File: src/rtl/bcd_pkg.sv
// ============================================================================
//  Module   : bcd_pkg
//  Brief    : Shared types and helpers for the sequential binary-to-BCD path.
//  Revision : 1.0
// ============================================================================
`default_nettype none

package bcd_pkg;

    typedef logic [3:0] bcd_digit_t;

    typedef enum logic [0:0] {
        IDLE  = 1'b0,
        SHIFT = 1'b1
    } state_t;

    // Smallest digit count d with 10**d > 2**width - 1.
    function automatic int min_digits(input int width);
        longint unsigned max_val;
        longint unsigned pow;
        int              d;
        max_val = (64'd1 << width) - 64'd1;
        pow     = 64'd1;
        d       = 0;
        for (int i = 0; i < 20; i++) begin
            if (pow <= max_val) begin
                pow = pow * 64'd10;
                d   = d + 1;
            end
        end
        return d;
    endfunction

endpackage

`default_nettype wire

File: src/rtl/bcd_dabble_step.sv
// ============================================================================
//  Module   : bcd_dabble_step
//  Brief    : One combinational add-3-then-shift iteration over the BCD field.
//  Revision : 1.0
// ============================================================================
`default_nettype none

module bcd_dabble_step
    import bcd_pkg::*;
#(
    parameter int BIN_W  = 16,
    parameter int DIGITS = 5
) (
    input  logic [4*DIGITS+BIN_W-1:0] sh_i,
    output logic [4*DIGITS+BIN_W-1:0] sh_o
);

    localparam int SH_W = 4*DIGITS + BIN_W;

    logic [SH_W-1:0] adj;

    assign adj[BIN_W-1:0] = sh_i[BIN_W-1:0];

    for (genvar g = 0; g < DIGITS; g++) begin : g_digit
        bcd_digit_t dig;
        assign dig = sh_i[BIN_W+4*g +: 4];
        assign adj[BIN_W+4*g +: 4] = (dig >= 4'd5) ? (dig + 4'd3) : dig;
    end

    assign sh_o = adj << 1;

endmodule

`default_nettype wire

File: src/rtl/bin_to_bcd_seq.sv
// ============================================================================
//  Module   : bin_to_bcd_seq
//  Brief    : Sequential shift-and-add-3 binary-to-BCD converter, one bit/clock,
//             with optional two's-complement input and significant-digit count.
//  Revision : 1.0
// ============================================================================
`default_nettype none

module bin_to_bcd_seq
    import bcd_pkg::*;
#(
    parameter int BIN_W  = 16,
    parameter int DIGITS = 5,
    parameter int SIGNED = 0
) (
    input  logic                         clk,
    input  logic                         rst_n,
    input  logic                         start,
    input  logic [BIN_W-1:0]             bin_code,
    output logic                         busy,
    output logic                         done,
    output logic [4*DIGITS-1:0]          bcd_code,
    output logic                         neg,
    output logic [$clog2(DIGITS+1)-1:0]  nz_digits
);

    localparam int SH_W  = 4*DIGITS + BIN_W;
    localparam int CNT_W = $clog2(BIN_W+1);
    localparam int NZ_W  = $clog2(DIGITS+1);
    localparam logic [CNT_W-1:0] LAST_CNT = CNT_W'(BIN_W-1);

    if (BIN_W < 2 || DIGITS < min_digits(BIN_W)) begin : g_param_check
        $error("bin_to_bcd_seq: DIGITS too small for BIN_W (or BIN_W < 2)");
    end

    state_t            state_q, state_d;
    logic [CNT_W-1:0]  cnt_q, cnt_d;
    logic [SH_W-1:0]   sh_q, sh_d;
    logic              neg_pend_q, neg_pend_d;
    logic [4*DIGITS-1:0] bcd_q, bcd_d;
    logic              neg_q, neg_d;
    logic [NZ_W-1:0]   nz_q, nz_d;
    logic              done_q, done_d;

    logic [SH_W-1:0]   step_out;
    logic              in_neg;
    logic [BIN_W-1:0]  mag;
    logic [NZ_W-1:0]   nz_next;

    bcd_dabble_step #(
        .BIN_W  (BIN_W),
        .DIGITS (DIGITS)
    ) u_step (
        .sh_i (sh_q),
        .sh_o (step_out)
    );

    // Most-negative input negates to 2**(BIN_W-1), which still fits unsigned.
    assign in_neg = (SIGNED != 0) && bin_code[BIN_W-1];
    assign mag    = in_neg ? (~bin_code + BIN_W'(1)) : bin_code;

    always_comb begin
        nz_next = NZ_W'(1);
        for (int i = 0; i < DIGITS; i++) begin
            if (step_out[BIN_W+4*i +: 4] != 4'd0) begin
                nz_next = NZ_W'(i + 1);
            end
        end
    end

    always_comb begin
        state_d    = state_q;
        cnt_d      = cnt_q;
        sh_d       = sh_q;
        neg_pend_d = neg_pend_q;
        bcd_d      = bcd_q;
        neg_d      = neg_q;
        nz_d       = nz_q;
        done_d     = 1'b0;
        case (state_q)
            IDLE: begin
                if (start) begin
                    state_d    = SHIFT;
                    sh_d       = {{(4*DIGITS){1'b0}}, mag};
                    cnt_d      = '0;
                    neg_pend_d = in_neg;
                end
            end
            SHIFT: begin
                sh_d  = step_out;
                cnt_d = cnt_q + CNT_W'(1);
                if (cnt_q == LAST_CNT) begin
                    state_d = IDLE;
                    bcd_d   = step_out[SH_W-1 -: 4*DIGITS];
                    neg_d   = neg_pend_q;
                    nz_d    = nz_next;
                    done_d  = 1'b1;
                end
            end
            default: begin
                state_d = IDLE;
            end
        endcase
    end

    always_ff @(posedge clk or negedge rst_n) begin
        if (!rst_n) begin
            state_q    <= IDLE;
            cnt_q      <= '0;
            sh_q       <= '0;
            neg_pend_q <= 1'b0;
            bcd_q      <= '0;
            neg_q      <= 1'b0;
            nz_q       <= NZ_W'(1);
            done_q     <= 1'b0;
        end else begin
            state_q    <= state_d;
            cnt_q      <= cnt_d;
            sh_q       <= sh_d;
            neg_pend_q <= neg_pend_d;
            bcd_q      <= bcd_d;
            neg_q      <= neg_d;
            nz_q       <= nz_d;
            done_q     <= done_d;
        end
    end

    assign busy      = (state_q == SHIFT);
    assign done      = done_q;
    assign bcd_code  = bcd_q;
    assign neg       = neg_q;
    assign nz_digits = nz_q;

endmodule

`default_nettype wire

File: config.mk
export PLATFORM = sky130hd
export DESIGN_NAME = bin_to_bcd_seq
export DESIGN_NICKNAME = d
export VERILOG_FILES = /design/src/rtl/bcd_pkg.sv /design/src/rtl/bcd_dabble_step.sv /design/src/rtl/bin_to_bcd_seq.sv
export SDC_FILE = /design/constraint.sdc
export NUM_CORES = 1
export LEC_CHECK = 0
export BUFFER_PORTS_ARGS = -buffer_cell sky130_fd_sc_hd__buf_2
export CAP_MARGIN = 20
export CORE_MARGIN = 4
export CORE_UTILIZATION = 45
export DETAILED_ROUTE_END_ITERATION = 8
export PLACE_DENSITY = 0.7
export SYNTH_ARGS = -nofsm -noshare
export SYNTH_HDL_FRONTEND = slang
export SYNTH_SLANG_ARGS = --single-unit
File: constraint.sdc
create_clock -name clk -period 3.4 [get_ports clk]
set_clock_uncertainty 0.05 [all_clocks]
set_input_delay 0.68 -clock clk [delete_from_list [all_inputs] [get_ports clk]]
set_output_delay 0.68 -clock clk [all_outputs]
set_load 0.02 [all_outputs]
# ---- Yosys cells after proc, flatten, opt, wreduce, memory -nomap -nowiden
# Index checks and enable logic that the tools add are counted.
dict set report word_totals {
  mem_bits_rw 0
  latchBits 0
  in_bits 19
  reg_bits 66
  out_inout_bits 26
  mem_bits_ro 0
  memories 0
  word_cells 43
}
dict set report classes {
  addsub 6
  mux 18
  shift 0
  div_mod_pow 0
  n_reduce_logical 5
  n_eq_ne 2
  bitwise_logic 1
  mul 0
  magnitude_cmp 5
}
# operator n
set op_table {}
lappend op_table {{$pmux W36 S2} 1}
lappend op_table {{$mux W36} 1}
lappend op_table {{$ge A4 B3 Y1 const B} 5}
lappend op_table {{$add A4 B2 Y4 const B} 4}
lappend op_table {{$mux W4} 4}
lappend op_table {{$reduce_bool A4 Y1} 4}
lappend op_table {{$pmux W5 S2} 1}
lappend op_table {{$mux W3} 3}
lappend op_table {{$add A5 B1 Y5 const B} 1}
lappend op_table {{$eq A5 B4 Y1 const B} 1}
lappend op_table {{$mux W5} 1}
lappend op_table {{$mux W1} 4}
lappend op_table {{$mux W2} 2}
lappend op_table {{$add A3 B2 Y3 const B} 1}
lappend op_table {{$ne A2 B2 Y1 const B} 1}
lappend op_table {{$pmux W1 S2} 1}
lappend op_table {{$reduce_and A2 Y1} 1}
lappend op_table {{$not A1 Y1} 1}

# ---- Depth between registers and ports, before layout
dict set report depth {
  ltp_word 7
  ltp_mapped 8
  mapped_depth_nobuf 7
}

# ---- By module
# A second synthesis with hierarchy kept.
dict set report unflattened {
  hier_cells 293
  hier_area_um2 3271.9
}
# mod area_per_inst_um2 instances cells_each seq_area_each_um2
set modules_own_cells {}
lappend modules_own_cells {bin_to_bcd_seq 2653.8 1 199 1652.8}
lappend modules_own_cells {bcd_dabble_step 618.1 1 94 0.0}

# ---- Worst setup path before layout
# No wires, ideal clock.
dict set report synth_timing {
  path_kind {register to register}
  start {reg sh_q[20]}
  end {reg nz_q[0] (netlist: nz_digits[0])}
  path_stages_with_launch 7
  arrival_ps 1645
  path_slack_ps 1622
  t_required_ps 3267
  period_less_slack_ps 1778
  path_buffers 0
  setup_time_ps 83
  path_cell_list {dfrtp_1 -> ha_1 -> nand2b_1 -> a21oi_2 -> mux2i_1 -> o311ai_1 -> a221o_1}
}
dict set report synth_via {
  elab_chain_len 7
  word_cells_on_any_way 9
  classes_between {add/sub: 1; order compare: 1; mux: 5; reduce/logical: 2}
}
# item line
set synth_lines {}
lappend synth_lines {{start: declaration} bin_to_bcd_seq.sv:38} ;# logic [SH_W-1:0] sh_q, sh_d;
lappend synth_lines {{start signal: assignment} bin_to_bcd_seq.sv:110} ;# sh_q <= '0;
lappend synth_lines {{start signal: assignment} bin_to_bcd_seq.sv:119} ;# sh_q <= sh_d;
lappend synth_lines {{$add A4 B2 Y4 or $ge A4 B3 Y1 (tied branches)} bcd_dabble_step.sv:27} ;# assign adj[BIN_W+4*g +: 4] = (dig >= 4'd5) ? (dig + 4'd3) : dig;
lappend synth_lines {{$mux W4 (*)} bcd_dabble_step.sv:27}
lappend synth_lines {{$reduce_bool A4 Y1} bin_to_bcd_seq.sv:65} ;# if (step_out[BIN_W+4*i +: 4] != 4'd0) begin
lappend synth_lines {{$mux W2} bin_to_bcd_seq.sv:65}
lappend synth_lines {{$mux W2 (*)} bin_to_bcd_seq.sv:65}
lappend synth_lines {{$mux W3 (*) (2 in series)} bin_to_bcd_seq.sv:65}
lappend synth_lines {{end signal: assignment} bin_to_bcd_seq.sv:123} ;# nz_q <= nz_d;
lappend synth_lines {{end: declaration} bin_to_bcd_seq.sv:42} ;# logic [NZ_W-1:0] nz_q, nz_d;
# Mark *: on every way between the ends. The rest lies on a longest branch, timed or not.
# A chain may end at the register's enable or synchronous reset.

# ---- Worst setup path in the final report
dict set report layout_timing {
  start {reg cnt_q[0]}
  end {reg bcd_q[14] (netlist: bcd_code[14])}
}
dict set report layout_via {
  elab_chain_len 2
}
# item line
set layout_lines {}
lappend layout_lines {{start: declaration} bin_to_bcd_seq.sv:37} ;# logic [CNT_W-1:0] cnt_q, cnt_d;
lappend layout_lines {{start signal: assignment} bin_to_bcd_seq.sv:118} ;# cnt_q <= cnt_d;
lappend layout_lines {{$eq A5 B4 Y1} bin_to_bcd_seq.sv:92} ;# if (cnt_q == LAST_CNT) begin
lappend layout_lines {{$reduce_and A2 Y1 (no source line)} n/a}
lappend layout_lines {{end signal: assignment} bin_to_bcd_seq.sv:112} ;# bcd_q <= '0;
lappend layout_lines {{end signal: assignment} bin_to_bcd_seq.sv:121} ;# bcd_q <= bcd_d;
lappend layout_lines {{end: declaration} bin_to_bcd_seq.sv:40} ;# logic [4*DIGITS-1:0] bcd_q, bcd_d;
# Every way passes these cells.

==> flow_summary.yaml <==
sta:
  rsz0062_at_grt: "false"
  hold_viol_final: 0
  finalMaxSlewViolations: 0
  max_slew_margin_pct: 46.4
  period_minus_slack_ns: 2.26
  setup_ws_ns: 1.14
  finalCritPeriodShare_pct: 66.5
  setup-tns-final_ns: 0
  fmax_ghz: 0.442
  worst_slew_pin_slew_ns: 0.804
  setup-violations-final: 0
placement:
  dpl_worst_slack_ns: 1.13
  place.gp.congestion: 0.754
  hpwlAfterDp_mm: 4.62
  io_buffers: 43
global_routing:
  grt_pass1_vias: 2444
  grt_use_total_pct: 16.8
  grt_max_degree: 48
  antenna_found_initial: 0
  grt_pass1_wl_mm: 11.4
  grt.overflow.total: 0
logic_synthesis:
  yosysMostFrequentCell: "nand2_1"
  synth_cells: 325
  ys.warnings.count: 0
  synth_compound_area_share_pct: 15.0
  syn_area_um2: 3250
  yosys.area.top_type: "dfrtp_1"
  yosysSeqAreaShare_pct: 50.9
  synthFlopType: "dfrtp_1"
  synth-adder-area-share_pct: 4.62
  ys_types: 41
  synth_xor_area_share_pct: 1.89
  synthTopCellsByCount: "nand2_1, dfrtp_1, o21ai_0"
  synth_fp_nets: 356
  synth_top_family_by_area: "compound AO/OA/AOI/OAI gates"
  synth.area.top_cells: "dfrtp_1, nand2_1, mux2i_1"
  synthMuxAreaShare_pct: 9.82
  synth-seq-cells: 66
  yosys.area_share.simple_pct: 13.9
  synth.avg_cell_area_um2: 9.99
  async_flop_share_pct: 100
  netlist.area_leader.share_pct: 50.1
  synth-edff-count: 0
route:
  dr.pass1.iters: 4
  drtIter0Drc: 102
  met3WireLength_um: 416
  ant_nets: 0
  drcViolationCount: 0
  routed_wl_mm: 6.75
  avgViaCountPerCell: 5.26
  wl_met1_mm: 3.04
  top_layer_used: "met4"
  route.met2.wl_mm: 3.22
  vias: 2461
  avgRoutedWirePerCell_um: 14.4
floorplan:
  die_w_um: 93.0
  die_h_um: 93.0
  start_util_pct: 47.0
  core_area_um2: 6910
  core.rowCount: 30
  pin_count: 45
  die-area_um2: 8640
cts:
  clockBufferDepth: 2
  root_buffer: "clkbuf_8"
  ctsResizeCount: 0
  numCtsBuffers: 9
  post-cts-setup-buffers: 0
  htree_num_levels: 3
  cts.sinks: 66
  cts_tree: "yes"
  clk_latency_ns: 0.35
  holdBufCountCts: 0
  clk_pin_slew_ns: 0.08
critical_path:
  worst_path_most_repeated_cell: "ha_1"
  slowest_delay_ns: 0.41
  cp-end-kind: "flop"
  crit_type: "reg2reg"
  required_ns: 3.58
  arrival_ns: 2.44
  r2r_start: "cnt_q[0]"
  endpoint: "bcd_code[14]"
  rr_endpoint: "bcd_code[14]"
  crit_path_start: "cnt_q[0]"
  r2r_cells: 6
  path_max_fanout: 28
  critPathLaunchType: "flop"
  crit_chain: "ha_1 > and3_1 > ha_1 > nand2_2 > inv_1 > mux2_2"
  slowest_stage: "dfrtp_1"
  reg2reg_slack_ns: 1.14
finish:
  area_growth_pct: 15.8
  fin_util_pct: 54.5
  final_nets: 398
  drive_above_1_share_pct: 23.1
  antennaDiodeCount: 0
  nFillCells: 649
power:
  ir_drop_mv: 0.362
  p_per_area_nw_per_um2: 1020
  p_leak_uw: 0.00181
min_path:
  hp-class: "in2async"
status:
  status: "finished, final reports clean"
job:
  max_cap_violations: 0
through the flow:
stage	hold WS (ns)	cells	power [µW]	instance area, µm²
final	0.364	468	3830	3760
after CTS	0.389	468	3870	3760
after detailed placement	0.416	452	3130	3540
after floorplan	0.334	325	2670	3250
after global routing	0.438	468	4150	3760
after global placement	0.406	452	3050	3540
cell families (layout without fill, tap and decap cells):
| group | count (synthesis) | after routing |
|---|---|---|
| and+or+nand+nor | 100 | 100 |
| AOI/OAI and AO/OA | 78 | 78 |
| DFF | 66 | 66 |
| muxes | 31 | 31 |
| buffers and inverters | 30 | 77 |
| adders and majority gates | 12 | 12 |
| xor gates and xnor gates | 7 | 7 |
| other | 1 | 1 |
routing by layer:
| metal | global-route usage (%) | up-vias |
|---|---|---|
| met5 | 0 | - |
| met4 | 6.59 | 0 |
| met3 | 5.52 | 7 |
| met2 | 26.6 | 63 |
| met1 | 21.1 | 1190 |
| li1 | - | 1201 |
cell type report:
| class | instances | area [µm²] | share of cell area, % |
|---|---|---|---|
| Clock inverter | 7 | 93.8 | 2.50 |
| Tap cell | 96 | 120 | 3.19 |
| Inverter | 14 | 52.6 | 1.40 |
| Sequential cell | 66 | 1650 | 43.9 |
| Timing Repair Buffer | 47 | 245 | 6.52 |
| Multi-Input combinational cell | 229 | 1470 | 39.2 |
| Clock buffer | 9 | 124 | 3.29 |
sequential cells by signal (all words and copies together), names as in the netlist:
name,cells
busy,1
sh_q,36
done,1
bcd_code,20
cnt_q,5
nz_digits,3
how the worst min path moves through the flow:
stage | start | to | slack (ns) | depth (start not counted)
6_report | rst_n | sh_q[33] | 0.36 | 1
5_1_grt | rst_n | bcd_code[19] | 0.44 | 1
4_1_cts | rst_n | bcd_code[9] | 0.39 | 1
3_5_place_dp | bcd_code[19] | bcd_code[19] | 0.42 | 2
3_3_place_gp | bcd_code[19] | bcd_code[19] | 0.41 | 2
2_1_floorplan | rst_n | bcd_code[0] | 0.33 | 0
report_power, final:
group          total (µW)  switching [µW]  internal (µW)
Combinational        1700             991            711
Sequential           1400             270           1130
Clock                 726             315            411
cells in the final DEF (no fill, tap or decap), types with 2 or more instances in the layout:
cell and count:
clkinvlp_4 2, buf_4 4, clkinv_2 2, nor3b_1 4, mux2i_1 24, nand2_1 66
nand2b_1 8, a31o_2 4, mux2_2 7, nand3_1 2, o21ai_0 35, o21ai_1 5
clkbuf_8 9, o31ai_1 3, a21oi_2 4, dfrtp_1 65, nor3b_2 2, xnor2_1 6
nor2_1 11, inv_1 13, buf_2 43, ha_1 12, bufinv_16 2, o22ai_1 8
and3_1 4, a21oi_1 8, a21o_1 2
worst max-delay path: cells and delay by family, from the launching register on:
| family | cells | cell delay, ns |
|---|---|---|
| fa+ha+maj | 2 | 0.44 |
| buf+inv | 1 | 0.34 |
| flops | 1 | 0.41 |
| mux | 1 | 0.35 |
| simple gates | 2 | 0.56 |
(Power assumes the default switching activity.)
